`src/rtl/hazard_ctrl.sv`:
```
// hazard_ctrl: load-use stall, taken-branch flush window, memory-busy freeze and EX forwarding selects.
// Define PERF_CNT_EN to build the stall/flush performance counters; otherwise both read as zero.

module hazard_ctrl #(
   parameter int unsigned FLUSH_CYCLES = 1,
   parameter int unsigned CNT_W        = 16
) (
   input  logic             clk,
   input  logic             reset,
   input  logic [4:0]       Rn_d,
   input  logic [4:0]       Rm_d,
   input  logic             usesRn_d,
   input  logic             usesRm_d,
   input  logic [4:0]       Rn_x,
   input  logic [4:0]       Rm_x,
   input  logic [4:0]       destreg_x,
   input  logic             MemRead_x,
   input  logic [4:0]       destreg_m,
   input  logic             RegWrite_m,
   input  logic [4:0]       destreg_w,
   input  logic             RegWrite_w,
   input  logic             br_taken_m,
   input  logic             mem_busy,
   output logic             pc_en,
   output logic             ifde_en,
   output logic             ifde_flush,
   output logic             idex_bubble,
   output logic             exmem_flush,
   output logic             all_hold,
   output logic [1:0]       fwdA,
   output logic [1:0]       fwdB,
   output logic [CNT_W-1:0] stall_cnt,
   output logic [CNT_W-1:0] flush_cnt
);

   // state    | meaning
   // ST_RUN   | normal issue; load-use stalls and taken branches are acted on here
   // ST_FLUSH | IF/ID squashed for r_flush_left more cycles after a taken branch

   localparam logic [4:0] XZR        = 5'd31;
   localparam logic [3:0] FLUSH_LOAD = 4'(FLUSH_CYCLES);

   typedef enum logic {
      ST_RUN   = 1'b0,
      ST_FLUSH = 1'b1
   } state_t;

   state_t     r_state;
   logic [3:0] r_flush_left;

   logic w_lu_rn;
   logic w_lu_rm;
   logic w_lu;
   logic w_in_run;
   logic w_br_start;
   logic w_lu_stall;
   logic w_a_m;
   logic w_a_w;
   logic w_b_m;
   logic w_b_w;

   assign w_lu_rn    = usesRn_d && (Rn_d == destreg_x);
   assign w_lu_rm    = usesRm_d && (Rm_d == destreg_x);
   assign w_lu       = MemRead_x && (destreg_x != XZR) && (w_lu_rn || w_lu_rm);

   assign w_in_run   = (r_state == ST_RUN);
   assign w_br_start = !mem_busy && w_in_run && br_taken_m;
   assign w_lu_stall = !mem_busy && w_in_run && !br_taken_m && w_lu;

   // XZR is never a real producer, so a write to it must not be forwarded
   assign w_a_m = RegWrite_m && (destreg_m != XZR) && (destreg_m == Rn_x);
   assign w_a_w = RegWrite_w && (destreg_w != XZR) && (destreg_w == Rn_x);
   assign w_b_m = RegWrite_m && (destreg_m != XZR) && (destreg_m == Rm_x);
   assign w_b_w = RegWrite_w && (destreg_w != XZR) && (destreg_w == Rm_x);

   always_comb begin
      fwdA = 2'b00;
      fwdB = 2'b00;
      if (!reset) begin
         if (w_a_m)      fwdA = 2'b01;
         else if (w_a_w) fwdA = 2'b10;
         if (w_b_m)      fwdB = 2'b01;
         else if (w_b_w) fwdB = 2'b10;
      end
   end

   always_ff @(posedge clk or posedge reset) begin
      if (reset) begin
         r_state      <= ST_RUN;
         r_flush_left <= 4'd0;
      end else if (!mem_busy) begin
         case (r_state)
            ST_RUN: begin
               if (br_taken_m) begin
                  r_state      <= ST_FLUSH;
                  r_flush_left <= FLUSH_LOAD;
               end
            end
            ST_FLUSH: begin
               r_flush_left <= r_flush_left - 4'd1;
               if (r_flush_left <= 4'd1) begin
                  r_state      <= ST_RUN;
                  r_flush_left <= 4'd0;
               end
            end
            default: begin
               r_state      <= ST_RUN;
               r_flush_left <= 4'd0;
            end
         endcase
      end
   end

   // Decoded from state plus this cycle's inputs so a freeze or flush takes effect in the same cycle
   always_comb begin
      pc_en       = 1'b1;
      ifde_en     = 1'b1;
      ifde_flush  = 1'b0;
      idex_bubble = 1'b0;
      exmem_flush = 1'b0;
      all_hold    = 1'b0;
      if (!reset) begin
         if (mem_busy) begin
            all_hold = 1'b1;
            pc_en    = 1'b0;
            ifde_en  = 1'b0;
         end else if (w_br_start) begin
            ifde_flush  = 1'b1;
            idex_bubble = 1'b1;
            exmem_flush = 1'b1;
         end else if (w_lu_stall) begin
            pc_en       = 1'b0;
            ifde_en     = 1'b0;
            idex_bubble = 1'b1;
         end else if (r_state == ST_FLUSH) begin
            ifde_flush = 1'b1;
         end
      end
   end

`ifdef PERF_CNT_EN
   logic [CNT_W-1:0] r_stall_cnt;
   logic [CNT_W-1:0] r_flush_cnt;
   logic             w_stall_inc;

   assign w_stall_inc = mem_busy || w_lu_stall;

   always_ff @(posedge clk or posedge reset) begin
      if (reset) begin
         r_stall_cnt <= '0;
         r_flush_cnt <= '0;
      end else begin
         if (w_stall_inc && (r_stall_cnt != '1))
            r_stall_cnt <= r_stall_cnt + CNT_W'(1);
         if (w_br_start && (r_flush_cnt != '1))
            r_flush_cnt <= r_flush_cnt + CNT_W'(1);
      end
   end

   assign stall_cnt = r_stall_cnt;
   assign flush_cnt = r_flush_cnt;
`else
   assign stall_cnt = '0;
   assign flush_cnt = '0;
`endif

endmodule

```
`config.mk`:
```
export PLATFORM = sky130hd
export DESIGN_NAME = hazard_ctrl
export DESIGN_NICKNAME = d
export VERILOG_FILES = /design/src/rtl/hazard_ctrl.sv
export SDC_FILE = /design/constraint.sdc
export NUM_CORES = 1
export LEC_CHECK = 0
export ABC_AREA = 1
export BUFFER_PORTS_ARGS = -buffer_cell sky130_fd_sc_hd__clkbuf_2
export CAP_MARGIN = 5
export CORE_ASPECT_RATIO = 1.25
export CORE_MARGIN = 4
export CORE_UTILIZATION = 40
export CTS_BUF_LIST = sky130_fd_sc_hd__clkbuf_4 sky130_fd_sc_hd__clkbuf_8
export DETAILED_ROUTE_END_ITERATION = 12
export GPL_TIMING_DRIVEN = 0
export PLACE_DENSITY_LB_ADDON = 0.1
export SETUP_SLACK_MARGIN = 0.5
export SLEW_MARGIN = 20
export SYNTH_ARGS = -nofsm -noshare
export SYNTH_HDL_FRONTEND = slang
export SYNTH_SLANG_ARGS = --single-unit
```
`constraint.sdc`:
```
create_clock -name clk -period 1.4 [get_ports clk]
set_clock_uncertainty 0.05 [all_clocks]
set_input_delay 0 -clock clk [delete_from_list [all_inputs] [get_ports clk]]
set_output_delay 0 -clock clk [all_outputs]
set_load 0.05 [all_outputs]
```
==> results of run 1 <==
[Yosys cell counts]
cell type	instances	area, µm²
nor2_2	2	12.5
inv_1	26	97.6
xor2_1	9	78.8
nor2_4	1	11.3
nor3_1	3	15.0
dfrtp_1	5	125
xnor2_1	10	87.6
a21oi_2	1	8.76
ha_1	2	25.0
a22oi_1	1	7.51
inv_2	2	7.51
buf_4	33	248
a211oi_1	1	7.51
o211ai_1	2	15.0
o21ai_0	4	20.0
a21boi_0	1	7.51
nor2_1	25	93.8
nand3b_1	1	7.51
o21a_1	1	7.51
a21oi_1	1	5.00
nand3_1	11	55.1
conb_1	1	3.75
nand4_1	2	12.5
nand2_1	41	154
[power groups by stage]
stage	Combinational, mW	Clock (mW)	Sequential [mW]
after CTS	1.26	0.189	0.244
final	1.40	0.194	0.249
after floorplan	0.703	0	0.237
after global placement	0.874	0	0.245
after global routing	1.52	0.202	0.252
after detailed placement	0.880	0	0.246
[cells in the final DEF, fill, tap and decap left out, drive strengths merged]
cell         netlist  routed
inv               28      27
o21ai              4       4
clkbuf             0      42
o211ai             2       2
nand2             41      41
nand4              2       2
a211oi             1       1
dfrtp              5       5
dlygate4sd3        0       1
nand3             11      11
xnor2             10      10
a21oi              2       2
nor2              28      28
a22oi              1       1
nor3               3       3
ha                 2       2
a21boi             1       1
o21a               1       1
nand3b             1       1
conb               1      32
buf               33      64
xor2               9       9
clkinvlp           0       1
[cells by family after synthesis]
family | Yosys count | synth area share (%)
and+or+nand+nor | 86 | 32.5
other | 1 | 0.337
DFF | 5 | 11.2
adders and majority gates | 2 | 2.25
AOI/OAI and AO/OA | 12 | 7.08
xor gates and xnor gates | 19 | 14.9
buffers and inverters | 61 | 31.7
[layout make-up]
type                    count  area, µm²  area share (%)
plain buffers              33        251            12.1
clock buffers               4       30.0            1.44
inverters                  28        114            5.47
multi-input cells         151        941            45.2
flip-flops and latches      5        125            6.01
well taps                  34       42.5            2.04
repair buffers             70        577            27.7
[what timing repair did]
action / 4_1_cts / 5_1_grt
hold buffers: 1 / 0
endpoints found under the hold margin: 5 / 0
setup endpoints to repair: 14 / 14
setup buffers: 14 / 2
pin swaps: 23 / 23
gates resized for setup: 50 / 37
[critical path: stages, from the launching register on]
cell and delay (ns):
dfrtp_1 0.40, nor2_2 0.11, nand3_1 0.09, nor2_2 0.12, nand3_1 0.08, nand2_1 0.08, inv_2 0.04, buf_6 0.11
clkbuf_16 0.16
[sequential cells by signal, indices dropped and copies added, names as in the netlist]
name and cells:
r_state 1, r_flush_left 4
[path summary, 6_finish.rpt]
check / start / to / slack [ns]
setup / recovery: r_state / pc_en / -0.09
hold / removal: mem_busy / r_flush_left[1] / 0.07
setup reg to reg: r_flush_left[0] / r_flush_left[3] / 0.03
hold reg to reg: r_flush_left[3] / r_flush_left[3] / 0.52
max in group asynchronous: reset / r_flush_left[3] / 0.78
min in group asynchronous: reset / r_flush_left[2] / 0.40
[metrics by stage]
| step | worst slack, ns | area, µm² |
|---|---|---|
| after floorplan | -0.0276 | 1280 |
| after global placement | -0.0440 | 1590 |
| after detailed placement | -0.0576 | 1590 |
| after CTS | -0.0628 | 1970 |
| after global routing | -0.149 | 2080 |
| final | -0.0887 | 2080 |
[layer usage]
layer | wire [µm] | part of all wire [%] | vias up | track usage, %
li1 | - | - | 715 | -
met4 | 23 | 0.68 | 0 | 2.74
met1 | 1220 | 36 | 562 | 19.9
met3 | 335 | 10 | 3 | 3.80
met5 | 0 | 0 | - | 0
met2 | 1780 | 53 | 61 | 33.4
==> flow_summary.ini, run 1 <==
[floorplan]
ios = 86
die_w_um = 55.2
dieArea_um2 = 3700
die_h_um = 67.0
core_area_um2 = 2680
initial_core_util_pct = 41.5
rows = 21

[timing]
worst_slack_ns = -0.0887
fmax_mhz = 672
tns_ns = -0.164
holdWs_ns = 0.0655
setup_violations = 3
rsz0062_at_grt = true
finalHoldViolations = 0
fin_crit_sh_pct = 106
min_period_ns = 1.49
slew_violations = 0

[placed_design]
gp_congestion = 0.742
placed_cells = 304
portBuffers = 53
hpwl_um = 2430

[yosys]
syn-mean-instance-area_um2 = 5.99
yosysSeqAreaShare_pct = 11.2
synth-seq-cells = 5
yosysWarningCount = 0
syn_area_um2 = 1110
synthCells = 186
yosysUniqueCellTypes = 24

[cts]
cts_root_buf = clkbuf_4
cts_made_buffers = 3
cts_sinks = 5
clockBufferDepth = 2
htreeDepth = 1
clk_latency_ns = 0.25
clk_pin_slew_ns = 0.05
cts_tree = built

[power_and_ir_drop]
combPwrFrac_pct = 76.0
ir_drop_uv = 604
power_density_nw_per_um2 = 888
power.share.sequential_pct = 13.5
p_leak_nw = 1.20
p_int_uw = 976
total_power_mw = 1.85
pwr-share-clk_pct = 10.5
p_sw_share_pct = 47.2
switching_power_uw = 871

[setup_path]
critPathCaptureType = output port
critPathArrivalTime_ns = 1.44
critical_path_required_ns = 1.35
critical_path_class = reg2out
reg2regPathDepth = 6
crit_path_max_fanout = 2
crit_path_start_kind = flip-flop

[detailed_routing]
drc = 0
vias = 1341
initialDrtViolationCount = 13
firstDrtPassIters = 4
detail-route-antenna-nets = 0
wirelength_um = 3360
viasPerCell = 4.13
routedWlPerCell_um = 10.3

[run]
cap_viol_max_count = 0

[grt]
gr-total-overflow = 0
grt_max_degree = 8
grt_pass1_wl_um = 5050
grt_pass1_vias = 1266
grt.total_usage_pct = 17.8
grt_antenna_before_repair = 0

[layout]
drive_gt1_share_pct = 50.2
fin_cells = 325
layout-area-overhead-vs-synth_pct = 86.9
nets = 338
fillers = 211
diodes = 0
utilization_pct = 77.6

[status]
outcome = finished with violations
violations = setup timing

[worst_hold_path]
hold_depth = 4
hold_class = in2reg
Power figures use the tool's default switching activity.
==> run 2, diff against run 1 <==
Settings changed: PLACE_DENSITY from default to 0.81, PLACE_DENSITY_LB_ADDON 0.1 to default, SLEW_MARGIN 20 to default, TNS_END_PERCENT from default to 50.
==> run 2 against run 1 <==
The flow still finishes with violations (setup timing). Hold slack got worse by 0.033 ns. Non-clock buffer count up 1. First-iteration DRC count rose to 2.7 times the previous value. Final area down 1.7%. Critical endpoint is now idex_bubble. Highest routed layer unchanged.
==> flow_summary.ini, run 2 (synthesized netlist as in run 1, its figures left out) <==
[placed_design]
portBuffers = 53
placed_cells = 304
gp_congestion = 0.753
hpwl_um = 2450
dp_slack_ns = -0.0627

[status]
outcome = finished with violations
violations = setup timing

[cts]
cts_tree = built
cts_root_buf = clkbuf_4
cts_sinks = 5
clk_pin_slew_ns = 0.04
clk_latency_ns = 0.26
cts_made_buffers = 3
clockBufferDepth = 2
htreeDepth = 1

[setup_path]
critical_path_required_ns = 1.35
critPathCaptureType = output port
reg2reg_setup_slack_ns = 0.03
crit_path_start_kind = flip-flop
critPathArrivalTime_ns = 1.50
crit_path_max_fanout = 3
critical_path_class = reg2out

[grt]
grt_max_degree = 8
grt.total_usage_pct = 19.3
grt_pass1_wl_um = 5220
gr-total-overflow = 0
grt_pass1_vias = 1336
grt_antenna_before_repair = 0

[detailed_routing]
vias = 1401
detail-route-antenna-nets = 0
drc = 0
initialDrtViolationCount = 35
wirelength_um = 3750
firstDrtPassIters = 4
viasPerCell = 4.30
routedWlPerCell_um = 11.5

[power_and_ir_drop]
power.share.sequential_pct = 13.2
p_leak_nw = 1.19
total_power_mw = 1.89
p_sw_share_pct = 47.6
switching_power_uw = 900
combPwrFrac_pct = 76.0
ir_drop_uv = 757
p_int_uw = 993
power_density_nw_per_um2 = 926
pwr-share-clk_pct = 10.8

[timing]
finalHoldViolations = 0
fmax_mhz = 647
worst_slack_ns = -0.146
min_period_ns = 1.55
rsz0062_at_grt = true
fin_crit_sh_pct = 110
setup_violations = 4
slew_violations = 0

[floorplan]
ios = 86
die_w_um = 55.2
rows = 21
core_area_um2 = 2680
dieArea_um2 = 3700
initial_core_util_pct = 41.5
die_h_um = 67.0

[layout]
seqCellArea_um2 = 125
layout-area-overhead-vs-synth_pct = 83.6
reg.largest.list = r_flush_left x4, r_state x1
layout_common_cells = buf_4, nand2_1, clkbuf_2
fin_cells = 326
diodes = 0
final_common_cell = buf_4
drive_gt1_share_pct = 48.6
multi_input_area_um2 = 917
nets = 339
fillers = 198
regMostFlops = r_flush_left
largest_reg_flops = 4

[worst_hold_path]
hold_class = in2reg

[run]
cap_viol_max_count = 0
[run 2: final timing paths]
check                      cells after the start              end            start
hold reg to reg                                2  r_flush_left[3]  r_flush_left[3]
setup reg to reg                               7  r_flush_left[2]  r_flush_left[0]
max in group asynchronous                      4  r_flush_left[1]            reset
min in group asynchronous                      3  r_flush_left[2]            reset
setup / recovery                               7      idex_bubble          r_state
hold / removal                                 3  r_flush_left[1]         mem_busy
[run 2: layout make-up]
type,count,share of cell area [%]
plain buffers,33,12.3
clock buffers,4,1.47
inverters,28,5.57
multi-input cells,151,44.9
flip-flops and latches,5,6.12
well taps,34,2.08
repair buffers,71,27.6
[run 2: metal layers]
layer	vias to the layer above	global-route usage, %	part of all wire (%)
met1	603	16.2	35
met5	-	0	0
met3	8	4.47	9.3
li1	716	-	-
met2	74	38.3	54
met4	0	10.3	2.3
[run 2: worst max-delay path, cell delays in order (launching register included)]
cell     delay, ns
dfrtp_1       0.39
buf_4         0.14
buf_6         0.11
buf_6         0.11
inv_4         0.05
nand3_4       0.09
a21oi_4       0.18
buf_8         0.16
[run 2: power groups by stage]
stage | combinational, mW | clock (mW) | sequential (mW)
after CTS | 1.17 | 0.196 | 0.237
final | 1.44 | 0.204 | 0.250
after detailed placement | 0.846 | 0 | 0.245
after global routing | 1.55 | 0.220 | 0.254
after global placement | 0.834 | 0 | 0.241
after floorplan | 0.680 | 0 | 0.235
[run 2: stage by stage]
step	area [µm²]	hold slack [ns]	setup TNS, ns	utilization [%]
CTS	1910	0.0377	-0.213	71.4
floorplan	1260	-0.249	-0.0279	-
finish	2040	0.0324	-0.381	76.3
global route	2040	0.0427	-0.789	76.3
global placement	1570	0.0583	-0.0236	58.6
detailed placement	1570	0.0566	-0.0877	58.6
[run 2: what timing repair did]
item                       in CTS  in global routing
setup endpoints to repair      14                 14
gates resized for setup        47                 25
pin swaps                      21                 23
hold endpoints to repair        5                  0
hold buffers                    1                  0
buffers inserted               11                  6
==> run 3, diff against run 2 <==
Settings changed: CORE_UTILIZATION 40 to 37, PLACE_DENSITY 0.81 to 0.79.
Clock period 1.4 ns to 1.3 ns, I/O delays scaled along.
==> run 3 against run 2 <==
Combinational power fell by 6%. Critical path depth rose by 1. Via count fell by 6.1%. Sequential share of layout area rose by 0.28 points. First-iteration DRC count fell by 43%. Register-to-register slack got worse by 0.07 ns. Critical path type unchanged. Global-route usage fell by 3.5 points. Largest cell class unchanged. The run still ends with setup timing left.
==> flow_summary.ini, run 3 (synthesized netlist as in run 1, its figures left out) <==
[power_and_ir_drop]
ir_drop_uv = 638
total_power_mw = 1.82
p_leak_nw = 1.14
power_density_nw_per_um2 = 932

[detailed_routing]
wirelength_um = 3220
firstDrtPassIters = 4
viasPerCell = 4.10
initialDrtViolationCount = 20
detail-route-antenna-nets = 0
vias = 1316
routedWlPerCell_um = 10.0
drc = 0

[layout]
largest_reg_flops = 4
reg.largest.list = r_flush_left x4, r_state x1
nets = 332
layout_common_cells = buf_4, nand2_1, clkbuf_2
final_common_cell = buf_4
layout-area-overhead-vs-synth_pct = 75.5
diodes = 0
stdcell_area_um2 = 1950
drive_gt1_share_pct = 47.0
regMostFlops = r_flush_left

[floorplan]
die_h_um = 69.3
rows = 22
core_area_um2 = 2920
die_w_um = 57.1
ios = 86
dieArea_um2 = 3960
initial_core_util_pct = 38.2

[grt]
grt_pass1_vias = 1280
grt_pass1_wl_um = 5060
busiest_layer = met2
grt_antenna_before_repair = 0
met2_usage_pct = 30.7
gr-usage-met3_pct = 3.72
gr-total-overflow = 0
met1_usage_pct = 14.7
grt_max_degree = 8
grt.total_usage_pct = 15.7

[timing]
worst_slack_ns = -0.149
min_period_ns = 1.45
fmax_mhz = 690
rsz0062_at_grt = true
fin_crit_sh_pct = 111
finalHoldViolations = 0
slew_violations = 0
setup_violations = 7

[setup_path]
critPathArrivalTime_ns = 1.40
crit_path_start_kind = flip-flop
critical_path_required_ns = 1.25
crit_path_max_fanout = 2
reg2reg_setup_slack_ns = -0.04
critPathCaptureType = output port
critical_path_class = reg2out

[placed_design]
hpwl_um = 2440
dp_slack_ns = -0.112
gp_congestion = 0.853
dpl_cell_area_um2 = 1580
portBuffers = 53

[cts]
cts_root_buf = clkbuf_4
cts_made_buffers = 3
htreeDepth = 1
clk_latency_ns = 0.25
cts_sinks = 5
cts_tree = built
clk_pin_slew_ns = 0.05
clockBufferDepth = 2

[status]
violations = setup timing
outcome = finished with violations

[run]
cap_viol_max_count = 0

[worst_hold_path]
hold_class = in2reg
run 3: changes by cell type in the layout (fill, tap and decap cells not counted), sizes merged:
cell,previous run,this run
clkbuf,49,51
buf,58,49
run 3: layer usage:
layer	up-vias	routed length [µm]	part of all wire (%)
met5	-	0	0
met4	0	70	2.2
met3	8	262	8.1
met2	52	1850	57
met1	551	1040	32
li1	705	-	-
run 3: final cells by class:
| type | count | area, µm² |
|---|---|---|
| fillers | 276 | 963 |
| multi-input cells | 151 | 898 |
| repair buffers | 64 | 493 |
| plain buffers | 33 | 251 |
| flip-flops and latches | 5 | 125 |
| inverters | 28 | 111 |
| well taps | 36 | 45.0 |
| clock buffers | 4 | 30.0 |
run 3: metrics by stage:
| stage | utilization, % | setup TNS [ns] | hold WS (ns) | instances |
|---|---|---|---|---|
| 6_report | 67.0 | -0.489 | 0.104 | 321 |
| 3_5_place_dp | 54.0 | -0.278 | 0.0543 | 306 |
| 5_1_grt | 67.0 | -1.02 | 0.120 | 321 |
| 2_1_floorplan | - | -0.125 | -0.280 | 217 |
| 3_3_place_gp | 54.0 | -0.238 | 0.0586 | 306 |
| 4_1_cts | 64.3 | -0.439 | 0.0692 | 320 |
run 3: final timing paths:
path                                  from              end  cells past startpoint
max reg2reg                        r_state  r_flush_left[3]                      8
min                               mem_busy  r_flush_left[1]                      4
max in group asynchronous            reset  r_flush_left[2]                      3
max                                r_state            pc_en                      8
min in group asynchronous            reset  r_flush_left[3]                      3
min reg2reg                r_flush_left[1]  r_flush_left[1]                      2
run 3: critical path, cell delays in order, from the launching register on:
cell and delay [ns]:
dfrtp_1 0.40, nor2_4 0.11, nand3_2 0.08, nor2_2 0.10, nand3_1 0.07, nand2_1 0.08
inv_2 0.04, buf_6 0.11, clkbuf_16 0.16
run 3: what timing repair did:
item,CTS,global route
pin swaps,23,14
hold buffers,1,0
buffers inserted,9,1
setup endpoints to repair,14,14
resized for setup,42,21
hold endpoints to repair,5,0
run 3: where the power goes:
group / total (mW) / switching [mW] / internal (mW)
combinational: 1.35 / 0.766 / 0.584
sequential: 0.263 / 0.0454 / 0.217
clock: 0.209 / 0.0716 / 0.137
total: 1.82 / 0.883 / 0.939
